`config.mk`:
```
export PLATFORM = sky130hd
export DESIGN_NAME = mac_operand_fetcher_flat
export DESIGN_NICKNAME = d
export VERILOG_FILES = /design/src/rtl/mac_operand_fetcher_if.sv /design/src/rtl/mac_operand_fetcher.sv /design/src/flat_wrapper.sv
export SDC_FILE = /design/constraint.sdc
export NUM_CORES = 2
export LEC_CHECK = 0
export BUFFER_PORTS_ARGS = -buffer_cell sky130_fd_sc_hd__buf_2
export CELL_PAD_IN_SITES_DETAIL_PLACEMENT = 0
export CELL_PAD_IN_SITES_GLOBAL_PLACEMENT = 1
export CORE_ASPECT_RATIO = 0.8
export CORE_MARGIN = 2
export CORE_UTILIZATION = 33
export DETAILED_ROUTE_END_ITERATION = 7
export PLACE_DENSITY_LB_ADDON = 0.3
export SLEW_MARGIN = 20
export SYNTH_ARGS = -nofsm -noshare
export SYNTH_HDL_FRONTEND = slang
export SYNTH_SLANG_ARGS = --single-unit
```
`constraint.sdc`:
```
create_clock -name clk -period 16.8 [get_ports clk]
set_input_delay 3.36 -clock clk [delete_from_list [all_inputs] [get_ports clk]]
set_output_delay 3.36 -clock clk [all_outputs]
set_load 0.02 [all_outputs]
```
`src/rtl/mac_operand_fetcher_if.sv`:
```
// mac_operand_fetcher_if: control + operand-memory bundle.
// master = control unit / memory side, slave = fetcher.
//   start, base_addr, pair_count : run request
//   mem_address, mem_enable      : memory read port
//   first/second_operand         : memory read data
//   busy, done, acc_out,
//   pair_index, overflow         : run status / result
interface mac_operand_fetcher_if #(
  parameter int ADDR_W = 21,
  parameter int DATA_W = 32,
  parameter int ACC_W  = 64
);
  logic              start;
  logic [ADDR_W-1:0] base_addr;
  logic [7:0]        pair_count;
  logic [ADDR_W-1:0] mem_address;
  logic              mem_enable;
  logic [DATA_W-1:0] first_operand;
  logic [DATA_W-1:0] second_operand;
  logic              busy;
  logic              done;
  logic [ACC_W-1:0]  acc_out;
  logic [7:0]        pair_index;
  logic              overflow;

  modport master (
    output start, base_addr, pair_count,
    output first_operand, second_operand,
    input  mem_address, mem_enable,
    input  busy, done, acc_out,
    input  pair_index, overflow
  );

  modport slave (
    input  start, base_addr, pair_count,
    input  first_operand, second_operand,
    output mem_address, mem_enable,
    output busy, done, acc_out,
    output pair_index, overflow
  );
endinterface

```
`src/rtl/mac_operand_fetcher.sv`:
```
// mac_operand_fetcher: walks operand memory in 8-byte
// strides and accumulates unsigned first*second products.
//   clk, reset (async, active-high)
//   bus.slave : start/base_addr/pair_count in,
//               mem_address/mem_enable out,
//               first/second_operand in,
//               busy/done/acc_out/pair_index/overflow out
module mac_operand_fetcher #(
  parameter int ADDR_W  = 21,
  parameter int DATA_W  = 32,
  parameter int ACC_W   = 64,
  parameter int MEM_LAT = 1
) (
  input logic                  clk,
  input logic                  reset,
  mac_operand_fetcher_if.slave bus
);
  localparam int CNT_W =
    (MEM_LAT > 1) ? $clog2(MEM_LAT) : 1;
  localparam int PW = 2 * DATA_W;

  typedef enum logic [2:0] {
    S_IDLE, S_ARM, S_ISSUE,
    S_WAIT, S_ACCUM, S_DONE
  } state_t;

  state_t            r_state;
  state_t            w_next;
  logic [ADDR_W-1:0] r_base;
  logic [7:0]        r_count;
  logic [7:0]        r_idx;
  logic [ACC_W-1:0]  r_acc;
  logic              r_ovf;
  logic [CNT_W-1:0]  r_cnt;
  logic [ADDR_W-1:0] r_addr;
  logic              r_en;
  logic              r_busy;
  logic              r_done;

  logic [7:0]        w_idx_inc;
  logic [7:0]        w_iss_idx;
  logic [ADDR_W-1:0] w_iss_addr;
  logic [PW-1:0]     w_prod;
  logic [ACC_W:0]    w_sum;
  logic              w_lat_done;

  assign w_idx_inc  = r_idx + 8'd1;
  assign w_lat_done = (r_cnt == CNT_W'(MEM_LAT - 1));

  // Leaving ACCUM the index increments on the same
  // edge, so the next address uses the bumped value.
  assign w_iss_idx  = (r_state == S_ACCUM) ?
                      w_idx_inc : r_idx;
  assign w_iss_addr = r_base +
                      (ADDR_W'(w_iss_idx) << 3);

  assign w_prod = PW'(bus.first_operand) *
                  PW'(bus.second_operand);
  assign w_sum  = {1'b0, r_acc} +
                  {1'b0, ACC_W'(w_prod)};

  always_comb begin
    w_next = r_state;
    unique case (r_state)
      S_IDLE:
        if (bus.start)
          w_next = (bus.pair_count == 8'd0) ?
                   S_DONE : S_ARM;
      S_ARM:   w_next = S_ISSUE;
      S_ISSUE: w_next = S_WAIT;
      S_WAIT:
        if (w_lat_done) w_next = S_ACCUM;
      S_ACCUM:
        w_next = (w_idx_inc == r_count) ?
                 S_DONE : S_ISSUE;
      S_DONE:  w_next = S_IDLE;
      default: w_next = S_IDLE;
    endcase
  end

  // Outputs are registered from the next state so
  // they line up with the state they describe.
  always_ff @(posedge clk or posedge reset) begin
    if (reset) begin
      r_state <= S_IDLE;
      r_addr  <= '1;
      r_en    <= 1'b0;
      r_busy  <= 1'b0;
      r_done  <= 1'b0;
    end else begin
      r_state <= w_next;
      r_busy  <= (w_next != S_IDLE);
      r_done  <= (w_next == S_DONE);
      r_en    <= (w_next == S_ARM)   ||
                 (w_next == S_ISSUE) ||
                 (w_next == S_WAIT)  ||
                 (w_next == S_ACCUM);
      if (w_next == S_ISSUE)
        r_addr <= w_iss_addr;
      else if (w_next == S_IDLE ||
               w_next == S_ARM  ||
               w_next == S_DONE)
        r_addr <= '1;
    end
  end

  always_ff @(posedge clk or posedge reset) begin
    if (reset) begin
      r_base  <= '0;
      r_count <= '0;
      r_idx   <= '0;
      r_acc   <= '0;
      r_ovf   <= 1'b0;
      r_cnt   <= '0;
    end else begin
      if (r_state == S_IDLE && bus.start) begin
        r_base  <= bus.base_addr;
        r_count <= bus.pair_count;
        r_idx   <= '0;
        r_acc   <= '0;
        r_ovf   <= 1'b0;
      end
      if (r_state == S_ISSUE)
        r_cnt <= '0;
      else if (r_state == S_WAIT)
        r_cnt <= r_cnt + CNT_W'(1);
      if (r_state == S_ACCUM) begin
        r_acc <= w_sum[ACC_W-1:0];
        r_ovf <= r_ovf | w_sum[ACC_W];
        r_idx <= w_idx_inc;
      end
    end
  end

  assign bus.mem_address = r_addr;
  assign bus.mem_enable  = r_en;
  assign bus.busy        = r_busy;
  assign bus.done        = r_done;
  assign bus.acc_out     = r_acc;
  assign bus.pair_index  = r_idx;
  assign bus.overflow    = r_ovf;
endmodule

```
`src/flat_wrapper.sv`:
```
// flat-port wrapper written by rule: the top's interface ports become plain ports
module mac_operand_fetcher_flat 
#(
  parameter int ADDR_W  = 21,
  parameter int DATA_W  = 32,
  parameter int ACC_W   = 64,
  parameter int MEM_LAT = 1
)
  (clk, reset, bus_start, bus_base_addr, bus_pair_count, bus_first_operand, bus_second_operand, bus_mem_address, bus_mem_enable, bus_busy, bus_done, bus_acc_out, bus_pair_index, bus_overflow);
  mac_operand_fetcher_if #(.ADDR_W(ADDR_W), .DATA_W(DATA_W), .ACC_W(ACC_W)) bus_i ();
  input logic clk;
  input logic reset;
  input wire logic [$bits(bus_i.start)-1:0] bus_start;
  input wire logic [$bits(bus_i.base_addr)-1:0] bus_base_addr;
  input wire logic [$bits(bus_i.pair_count)-1:0] bus_pair_count;
  input wire logic [$bits(bus_i.first_operand)-1:0] bus_first_operand;
  input wire logic [$bits(bus_i.second_operand)-1:0] bus_second_operand;
  output wire logic [$bits(bus_i.mem_address)-1:0] bus_mem_address;
  output wire logic [$bits(bus_i.mem_enable)-1:0] bus_mem_enable;
  output wire logic [$bits(bus_i.busy)-1:0] bus_busy;
  output wire logic [$bits(bus_i.done)-1:0] bus_done;
  output wire logic [$bits(bus_i.acc_out)-1:0] bus_acc_out;
  output wire logic [$bits(bus_i.pair_index)-1:0] bus_pair_index;
  output wire logic [$bits(bus_i.overflow)-1:0] bus_overflow;
  assign bus_i.start = bus_start;
  assign bus_i.base_addr = bus_base_addr;
  assign bus_i.pair_count = bus_pair_count;
  assign bus_i.first_operand = bus_first_operand;
  assign bus_i.second_operand = bus_second_operand;
  assign bus_mem_address = bus_i.mem_address;
  assign bus_mem_enable = bus_i.mem_enable;
  assign bus_busy = bus_i.busy;
  assign bus_done = bus_i.done;
  assign bus_acc_out = bus_i.acc_out;
  assign bus_pair_index = bus_i.pair_index;
  assign bus_overflow = bus_i.overflow;
  mac_operand_fetcher #(.ADDR_W(ADDR_W), .DATA_W(DATA_W), .ACC_W(ACC_W), .MEM_LAT(MEM_LAT)) u_core (.clk(clk), .reset(reset), .bus(bus_i));
endmodule
```
==> results.md <==
- Via density: between 4 and 5
- Crit path arrival time: 11.38 ns
- CTS Hold Bufs: 0
- Vias in the first global route: 32.3k
- Port Buf Inserts: about 190
- Final net count: 5817
- CP Launch Type: input port
- CTS root buf: clkbuf_16
- CP bufs+invs: 6
- TNS Setup: 0 ns
- Synth Warn #: 0
- Sequential area share after synthesis: 0.0801
- Count of cell types in the netlist: 81
- Drt wl/cell: ~19 um
- FMAX: between 90 and 100 MHz
- Area Overhead vs Synth: 7.01%
- Antenna violations before repair: 9
- Starting Density: 0.333
- Syn Nets: 5827
- GPL Wtd Cong: approximately 0.86
- Drt pass-1 iters: 5
- Largest net degree at the start of global routing: 84
- Util after Layout: 0.356
- Post-synthesis register bit count: between 100 and 150
- DRT Wirelength: roughly 120000 um
- WHS: about 0.48 ns
- Htree depth: 4
- Setup Crit Path Kind: input port to flop
- TritonCTS buffer count: 17
- CP max FO: 32
- Worst slack, placed: 5.35 ns
- Outcome: finished clean
- Clock Skews: 0.0152 ns
- Post-synthesis async set-or-reset flop share: 1.00
- CTS tree: built
- # setup viols final: 0
- Setup crit end kind: flop
- First-pass GRT wire length: 193000 um
- CP top delay family: adder cells
- HPWL after DPL: slightly below 100000 um
- GRT Overall Usage: 0.196
- Setup Buffers After CTS: 0
- Die X: roughly 400 um
- CP max stage delay: 0.67 ns
- Resized Gates After CTS: 0
- Hold WC Path Type: flop to flop
- Core Area: roughly 120000 um^2
- # Max-Cap Violations: 0
- Total gr overflow: 0
- Remaining DRCs: 0
- Clock tree buffer depth: 2
- Worst skew pair latency: 0.45 ns
- Iter 0 DRT Violations: 1540
- Worst path most repeated cell: fa_1
- Netlist area before placement: 41000 um^2
- I/O Pins: between 150 and 200
- Slew HR: 0.361
- Syn Inst Count: 4511
- Final WS setup: approximately 5.7 ns
- Most used DFF post-synth: dfrtp_1
- CP Data Required Time: about 17 ns
- Total clock sinks: between 100 and 150
- Die area: about 130000 um^2
- Final Hold Fails: 0
- Slowest cell on crit path: buf_2
- Tmin final: 11.07 ns
- Post-synth EDFFs: 0
- Fraction of layout cells with a size suffix above 1: 0.0709
- Syn Area/Cell: approximately 9.1 um^2
- Via count: around 29k
- Clock transition at path regs: roughly 0.07 ns
- Final ANT Viol Nets: 0
- Vert. Die Dim: 319 um
- Least-Margin Pin Slew: between 0.9 and 1 ns
- Period utilization: 0.659
- Rows: around 120
- RSZ-0062 raised after global routing: false
- Final Max Slew Viols: 0
-- state kept, by name, summed over array words and instances, names as in the netlist --
signal and flops:
u_core.r_state 3, u_core.bus.mem_address 21, u_core.bus.mem_enable 1, u_core.bus.acc_out 64, u_core.bus.done 1, u_core.r_count 8
u_core.r_cnt 1, u_core.r_base 21, u_core.bus.overflow 1, u_core.bus.busy 1, u_core.bus.pair_index 8
-- placed cells by master, fill, tap and decap left out, types with 6 or more instances in the layout --
cell,instances
a22o_1,7
and2_1,565
nand2_1,583
nor2_1,69
a211o_1,6
ha_1,258
a21oi_1,100
and3_1,16
buf_4,18
mux2_2,28
o21ai_1,11
xor2_1,37
inv_8,6
nor3_1,12
o21a_1,9
xnor2_1,54
nand2b_1,8
dfstp_2,21
nor4_1,6
or3_1,6
o21bai_1,16
nor2b_1,12
fa_1,962
a211oi_1,6
dfrtp_1,109
inv_1,1120
nand4_1,18
clkbuf_16,17
nand3_1,20
o21ai_0,97
a31oi_1,9
a21o_1,31
buf_2,192
-- worst register-to-register path, delay by kind of cell (launching register included) --
family	cells	cell delay [ns]
buf+inv	6	0.38
simple gates	3	0.51
compound gates	6	1.69
fa+ha+maj	9	4.48
xor+xnor	1	0.14
flops	1	0.50
-- routing by layer --
layer  global-route usage  up-vias  routed length [um]
li1                     -    13100                   -
met1                0.287    15400               56700
met2                0.321      542               56900
met3               0.0198       77                4220
met4               0.0262        6                1310
met5                    0        -                  34
-- worst paths after layout --
kind | start | endpoint | slack, ns | depth (start not counted)
max in group asynchronous | reset | u_core.bus.acc_out[47]$_DFFE_PP0P_ | 12.51 | 3
worst min-delay path | u_core.r_cnt$_DFFE_PP0P_ | u_core.r_cnt$_DFFE_PP0P_ | 0.48 | 1
worst max-delay path | bus_first_operand[21] | u_core.bus.acc_out[52]$_DFFE_PP0P_ | 5.73 | 26
worst max register to register | u_core.bus.acc_out[23]$_DFFE_PP0P_ | u_core.bus.acc_out[52]$_DFFE_PP0P_ | 8.97 | 25
min in group asynchronous | reset | u_core.r_base[0]$_DFFE_PP0P_ | 3.07 | 2
worst min register to register | u_core.r_cnt$_DFFE_PP0P_ | u_core.r_cnt$_DFFE_PP0P_ | 0.48 | 1
-- logic make-up (layout without fill, tap and decap cells) --
logic type               Yosys count  count (layout)  synth area share
adder cells (fa/ha/maj)         1220            1220             0.549
XOR/XNOR                          91              91            0.0195
other                              0               5                 0
AO/OA/AOI/OAI                    341             341            0.0531
flip-flops                       130             130            0.0801
AND/OR/NAND/NOR                 1340            1340             0.165
multiplexers                      29              29           0.00794
buffers and inverters           1360            1363             0.125
-- synthesized netlist by cell type, types with 16 or more instances --
library cell / number / area (um^2)
clkbuf_1: 222 / 833
and3_1: 16 / 100
mux2_2: 28 / 315
a21o_1: 31 / 233
nand3_1: 20 / 100
nand4_1: 18 / 113
nor2_1: 69 / 259
and2_1: 565 / 3530
fa_1: 962 / 19300
o21ai_0: 97 / 485
a21oi_1: 100 / 500
nand2_1: 584 / 2190
inv_1: 1121 / 4210
xnor2_1: 54 / 473
xor2_1: 37 / 324
dfstp_2: 21 / 552
dfrtp_1: 109 / 2730
ha_1: 258 / 3230
o21bai_1: 16 / 120
-- area by class of cell --
| class | count | area [um^2] |
|---|---|---|
| fillers | 12900 | 79200 |
| clock inverters | 15 | 175 |
| diodes | 5 | 12.5 |
| multi-input cells | 3021 | 32600 |
| flip-flops and latches | 130 | 3280 |
| clock buffers | 17 | 425 |
| inverters | 1121 | 4210 |
| repair buffers | 210 | 1100 |
| well taps | 1638 | 2050 |
-- stage by stage --
step / instance area (um^2) / instances
global route: 43800 / 6155
floorplan: 41000 / 4511
finish: 43800 / 6157
detailed placement: 43200 / 6120
global placement: 43200 / 6120
CTS: 43800 / 6152
Power is not shown: default switching activity piles up to over one toggle a cycle in this logic, so the estimate is an artifact.
